$ cat src/rtl/f_fetch_unit.sv
// f_fetch_unit -- instruction fetch stage.
//
// Holds the fetch PC, issues word-aligned requests to instruction memory and
// buffers the in-order responses in a small queue. The head of the queue is
// decoded combinationally into the f_* fields latched by the F->D register.
// Prediction is static not-taken (f_delayPC_o = f_pc_o + 4).
//
// Ports:
//   clk_i, rst_i         clock, synchronous active-high reset
//   D_stall_i            D register holding; queue head is not consumed
//   redirect_i           flush and refetch from redirect_pc_i (word aligned)
//   imem_req_*           request channel (valid/ready handshake, address)
//   imem_rsp_*           response channel, in order, no backpressure
//   f_*                  decoded head instruction; bubble encoding when empty
//   f_empty_o            queue empty
module f_fetch_unit #(
  parameter int                  PC_WIDTH  = 64,
  parameter int                  CPU_WIDTH = 64,
  parameter logic [PC_WIDTH-1:0] RESET_PC  = PC_WIDTH'(64'h8000_0000),
  parameter int                  IQ_DEPTH  = 2,
  parameter logic [4:0]          RNONE     = 5'd0
) (
  input  logic                 clk_i,
  input  logic                 rst_i,
  input  logic                 D_stall_i,
  input  logic                 redirect_i,
  input  logic [PC_WIDTH-1:0]  redirect_pc_i,
  output logic                 imem_req_valid_o,
  input  logic                 imem_req_ready_i,
  output logic [PC_WIDTH-1:0]  imem_req_addr_o,
  input  logic                 imem_rsp_valid_i,
  input  logic [31:0]          imem_rsp_data_i,
  output logic [6:0]           f_opcode_o,
  output logic [4:0]           f_rd_o,
  output logic [4:0]           f_rs1_o,
  output logic [4:0]           f_rs2_o,
  output logic [2:0]           f_func3_o,
  output logic [6:0]           f_func7_o,
  output logic [11:0]          f_imm_o,
  output logic [PC_WIDTH-1:0]  f_pc_o,
  output logic [CPU_WIDTH-1:0] f_valC_o,
  output logic [PC_WIDTH-1:0]  f_delayPC_o,
  output logic                 f_empty_o
);

  localparam int AW = (IQ_DEPTH > 1) ? $clog2(IQ_DEPTH) : 1;
  localparam int CW = AW + 1;

  // Sign-extended immediate chosen by opcode; R-type and unknown give 0.
  function automatic logic signed [CPU_WIDTH-1:0] imm_of(input logic [31:0] inst);
    logic signed [31:0] imm32;
    case (inst[6:0])
      7'h03, 7'h13, 7'h1b, 7'h67: imm32 = {{20{inst[31]}}, inst[31:20]};
      7'h23:                      imm32 = {{20{inst[31]}}, inst[31:25], inst[11:7]};
      7'h63:                      imm32 = {{19{inst[31]}}, inst[31], inst[7],
                                           inst[30:25], inst[11:8], 1'b0};
      7'h37, 7'h17:               imm32 = {inst[31:12], 12'h000};
      7'h6f:                      imm32 = {{11{inst[31]}}, inst[31], inst[19:12],
                                           inst[20], inst[30:21], 1'b0};
      default:                    imm32 = '0;
    endcase
    return CPU_WIDTH'(imm32);
  endfunction

  logic [PC_WIDTH-1:0] fetch_pc;
  logic [PC_WIDTH-1:0] pc_tail;
  logic [AW-1:0]       rd_ptr;
  logic [AW-1:0]       wr_ptr;
  logic [CW-1:0]       count;
  logic [CW-1:0]       live;
  logic [CW-1:0]       drop;
  logic [31:0]         inst_q [IQ_DEPTH];
  logic [PC_WIDTH-1:0] pc_q   [IQ_DEPTH];

  logic                credit_ok;
  logic                req_fire;
  logic                drop_nz;
  logic                rsp_push;
  logic                pop;
  logic [PC_WIDTH-1:0] target_pc;
  logic [31:0]         head_inst;
  logic [PC_WIDTH-1:0] head_pc;

  // Queued entries plus in-flight requests never exceed the queue size, so a
  // response can always be accepted without backpressure.
  assign credit_ok        = ({1'b0, count} + {1'b0, live}) < (CW + 1)'(IQ_DEPTH);
  assign imem_req_valid_o = !rst_i && !redirect_i && credit_ok;
  assign imem_req_addr_o  = fetch_pc;
  assign req_fire         = imem_req_valid_o && imem_req_ready_i;
  assign drop_nz          = (drop != '0);
  assign rsp_push         = imem_rsp_valid_i && !drop_nz && !redirect_i;
  assign pop              = (count != '0) && !D_stall_i && !redirect_i;
  assign target_pc        = redirect_pc_i & ~PC_WIDTH'(3);
  assign head_inst        = inst_q[rd_ptr];
  assign head_pc          = pc_q[rd_ptr];
  assign f_empty_o        = (count == '0);

  // Control state: PCs, pointers and credit counters.
  always_ff @(posedge clk_i) begin
    if (rst_i) begin
      fetch_pc <= RESET_PC;
      pc_tail  <= RESET_PC;
      rd_ptr   <= '0;
      wr_ptr   <= '0;
      count    <= '0;
      live     <= '0;
      drop     <= '0;
    end else if (redirect_i) begin
      // Every request still in flight now belongs to the wrong path; a
      // response arriving this cycle already retires one of them.
      fetch_pc <= target_pc;
      pc_tail  <= target_pc;
      rd_ptr   <= '0;
      wr_ptr   <= '0;
      count    <= '0;
      live     <= '0;
      drop     <= drop + live - CW'(imem_rsp_valid_i);
    end else begin
      if (req_fire) fetch_pc <= fetch_pc + PC_WIDTH'(4);
      if (rsp_push) begin
        pc_tail <= pc_tail + PC_WIDTH'(4);
        wr_ptr  <= wr_ptr + AW'(1);
      end
      if (pop) rd_ptr <= rd_ptr + AW'(1);
      count <= count + CW'(rsp_push) - CW'(pop);
      live  <= live + CW'(req_fire) - CW'(imem_rsp_valid_i && !drop_nz);
      drop  <= drop - CW'(imem_rsp_valid_i && drop_nz);
    end
  end

  // Queue storage: data only, no reset needed.
  always_ff @(posedge clk_i) begin
    if (!rst_i && rsp_push) begin
      inst_q[wr_ptr] <= imem_rsp_data_i;
      pc_q[wr_ptr]   <= pc_tail;
    end
  end

  overflow_a: assert property (@(posedge clk_i) disable iff (rst_i)
    !(rsp_push && !pop && (count == CW'(IQ_DEPTH))));

  // Head decode; empty queue presents the bubble encoding.
  always_comb begin
    f_opcode_o  = '0;
    f_rd_o      = RNONE;
    f_rs1_o     = RNONE;
    f_rs2_o     = RNONE;
    f_func3_o   = '0;
    f_func7_o   = '0;
    f_imm_o     = '0;
    f_pc_o      = '0;
    f_valC_o    = '0;
    f_delayPC_o = '0;
    if (!f_empty_o) begin
      f_opcode_o  = head_inst[6:0];
      f_rd_o      = head_inst[11:7];
      f_rs1_o     = head_inst[19:15];
      f_rs2_o     = head_inst[24:20];
      f_func3_o   = head_inst[14:12];
      f_func7_o   = head_inst[31:25];
      f_imm_o     = head_inst[31:20];
      f_pc_o      = head_pc;
      f_valC_o    = imm_of(head_inst);
      f_delayPC_o = head_pc + PC_WIDTH'(4);
    end
  end

endmodule

$ cat config.mk
export PLATFORM = sky130hd
export DESIGN_NAME = f_fetch_unit
export DESIGN_NICKNAME = d
export VERILOG_FILES = /design/src/rtl/f_fetch_unit.sv
export SDC_FILE = /design/constraint.sdc
export NUM_CORES = 1
export LEC_CHECK = 0
export BUFFER_PORTS_ARGS = -buffer_cell sky130_fd_sc_hd__buf_2
export CAP_MARGIN = 5
export CORE_MARGIN = 1.5
export CORE_UTILIZATION = 40
export DETAILED_ROUTE_END_ITERATION = 8
export GPL_ROUTABILITY_DRIVEN = 0
export PLACE_DENSITY_LB_ADDON = 0.05
export SYNTH_ARGS = -nofsm -noshare
export SYNTH_HDL_FRONTEND = slang
export SYNTH_SLANG_ARGS = --single-unit
$ cat constraint.sdc
create_clock -name clk_i -period 6.65 [get_ports clk_i]
set_input_delay 0.9975 -clock clk_i [delete_from_list [all_inputs] [get_ports clk_i]]
set_output_delay 0.9975 -clock clk_i [all_outputs]
set_load 0.03 [all_outputs]
==> impl_metrics.csv <==
group,metric,value,unit
detailed_routing,dr_wl_met3,3.46,mm
detailed_routing,routed-via-count,14600,
timing,timing.hold.ws,499,ps
finish,finalCoreUtilization,48.7,%
timing,fmax,0.183,GHz
detailed_routing,dr.pass1.iters,5,
clock_tree,cts_tree,"built",
clock_tree,cts_made_buffers,39,
placement,numPortBuffers,395,
run_status,status,"finished clean",
clock_tree,cts_hold_buf,0,
timing,fin_ws,1200,ps
detailed_routing,drt-total-wl,55.9,mm
clock_tree,clk_pin_slew,60,ps
setup_path,cp.required,5650,ps
timing,worstMarginPinSlew,1140,ps
min_path,hold_class,"flop to flop",
clock_tree,htree_levels,2,
detailed_routing,wl_met1,25.4,mm
timing,fin_crit_sh,82.0,%
logic_synthesis,synthArstFlopShare,0,%
timing,fin_setup_tns,0,ps
setup_path,endpoint_kind,"primary output",
finish,fill_cells,4185,
timing,finalMaxSlewViolations,0,
logic_synthesis,synth_cell_type_count,75,
timing,period_minus_slack,5450,ps
setup_path,cp-start-kind,"flop",
floorplanning,core_area,43200,µm²
detailed_routing,ant_nets,0,
clock_tree,cts_resized,0,
logic_synthesis,ys_warn_count,0,
logic_synthesis,synth_edf_count,188,
logic_synthesis,avgSynthCellArea,9.97,µm²
detailed_routing,viasPerCell,5.43,
floorplanning,start_util,40.6,%
grt,grt_antenna_before_repair,3,
detailed_routing,route.detailed.drc,0,
grt,track_usage,24.1,%
clock_tree,clock_path_buffers,3,
logic_synthesis,synth_seq_cells,321,
finish,final_common_cell,"buf_2",
timing,relSlewSlack,23.3,%
finish,final_cell_mix,"buf_2, nor2_1, edfxtp_1",
flow_run,maxCapViolCount,0,
setup_path,ff2ff_path_depth,8,
timing,finalSetupViolations,0,
timing,rsz0062_at_grt,"no",
finish,fin_cells,2691,
floorplanning,die_x,212,µm
finish,nets,2186,
setup_path,worstSetupPathType,"flop to primary output",
timing,hold_viol,0,
logic_synthesis,ys.flop_type,"edfxtp_1",
pwr,total_leakage_power,8.06,nW
detailed_routing,highest_layer,"met4",
setup_path,arrival,4450,ps
placement,hpwlAfterDp,41.5,mm
timing,clock_skew,18.8,ps
clock_tree,cts-root-buf,"clkbuf_16",
detailed_routing,drtIter0Drc,797,
logic_synthesis,synth_area,17500,µm²
grt,grt_max_degree,114,
floorplanning,rows,76,
grt,grt_pass1_vias,13800,
floorplanning,boundaryPins,404,
min_path,min_path_cells,0,
floorplanning,fp.dieH,212,µm
setup_path,worst-path-max-fanout,113,
clock_tree,clkSinkCount,321,
logic_synthesis,synthCells,1757,
finish,area_growth,20.1,%
clock_tree,postCtsSetupRepairBufs,0,
grt,overflow,0,
grt,grt_pass1_wl,82.8,mm
floorplanning,die_area,45000,µm²
finish,drive_gt1_share,25.3,%
placement,dpl.cell_count,2617,
detailed_routing,wl_per_cell,20.8,µm
logic_synthesis,ys_seq_area_share,47.4,%
detailed_routing,dr_wl_met2,25.5,mm
placement,post-place-ws,1780,ps
clock_tree,clk_latency,550,ps
pwr,power.density,253,nW/µm²
pwr,peakVddDrop,0.133,mV
power by group:
group	switching, mW	internal [mW]
Combinational	0.452	0.210
Clock	0.839	1.51
Sequential	0.110	2.21
Total	1.40	3.93
state kept, by name, indices dropped and copies added (netlist names), named ones only:
| register | flops |
|---|---|
| pc_tail | 62 |
| imem_req_addr_o | 62 |
| inst_q | 64 |
| drop | 2 |
| count | 2 |
| pc_q | 124 |
| live | 2 |
| wr_ptr | 1 |
| rd_ptr | 1 |
area by class of cell:
cell class	instances	area [µm²]	share of cell area (%)
clock inverter	18	318	1.51
antenna	3	7.51	0.0357
inverter	20	80.1	0.381
timing repair buffer	411	2110	10.0
multi-input combinational	1280	8380	39.8
tap	585	732	3.48
sequential	321	8310	39.5
clock buffer	53	1100	5.23
final timing paths:
kind / start / endpoint / slack [ps]
min: pc_tail[60] / pc_q[1][60] / 500
max reg2reg: live[0] / imem_req_addr_o[30] / 3130
min reg2reg: pc_tail[60] / pc_q[1][60] / 500
max: flop / f_valC_o[35] / 1200
synth_stat cells (19+ instances only):
master | instances | area [µm²]
and2_1 | 45 | 282
nor2_1 | 194 | 728
mux2i_1 | 67 | 671
nor3_1 | 33 | 165
dfxtp_1 | 133 | 2660
buf_2 | 22 | 110
a21oi_1 | 61 | 305
nand3_1 | 79 | 395
clkbuf_1 | 57 | 214
or3_1 | 19 | 119
xnor2_1 | 57 | 499
and3_1 | 30 | 188
edfxtp_1 | 188 | 5650
mux2_2 | 31 | 349
nand4_1 | 56 | 350
a21boi_0 | 58 | 435
o21a_1 | 39 | 293
xor2_1 | 90 | 788
and4_1 | 23 | 201
a31oi_1 | 20 | 125
a211oi_1 | 21 | 158
o21ai_0 | 25 | 125
nand2_1 | 128 | 480
buf_4 | 51 | 383
nor4_1 | 29 | 181
stage by stage:
step,area (µm²),power [mW]
3_3_place_gp,19600,3.02
6_report,21000,5.33
4_1_cts,21000,5.38
5_1_grt,21000,5.52
2_1_floorplan,17500,2.79
3_5_place_dp,19600,3.02
cell families (layout without fill, tap and decap cells):
logic type      Yosys count  after routing  share of synthesized area [%]
simple gates            715            715                           21.6
fa+ha+maj                11             11                          0.829
compound gates          303            303                           12.0
mux                      98             98                           5.82
buf+inv                 161            502                           4.96
other cells               1              9                         0.0214
flops                   321            321                           47.4
xor+xnor                147            147                           7.35
per-layer routing:
metal  GRT usage, %  vias up
met5              0        -
met3           4.22       87
met1           32.8     7003
met4           8.93        0
li1               -     7026
met2           38.5      485
worst max-delay path, stage by stage (launching register included):
cell     delay [ps]
dfxtp_4         610
buf_12          450
mux2i_1         470
nand3_1         320
nor2_1          390
o31ai_2         120
buf_4           230
nor2_2          830
buf_2           350
No activity file was read; power rests on OpenSTA's default activity.
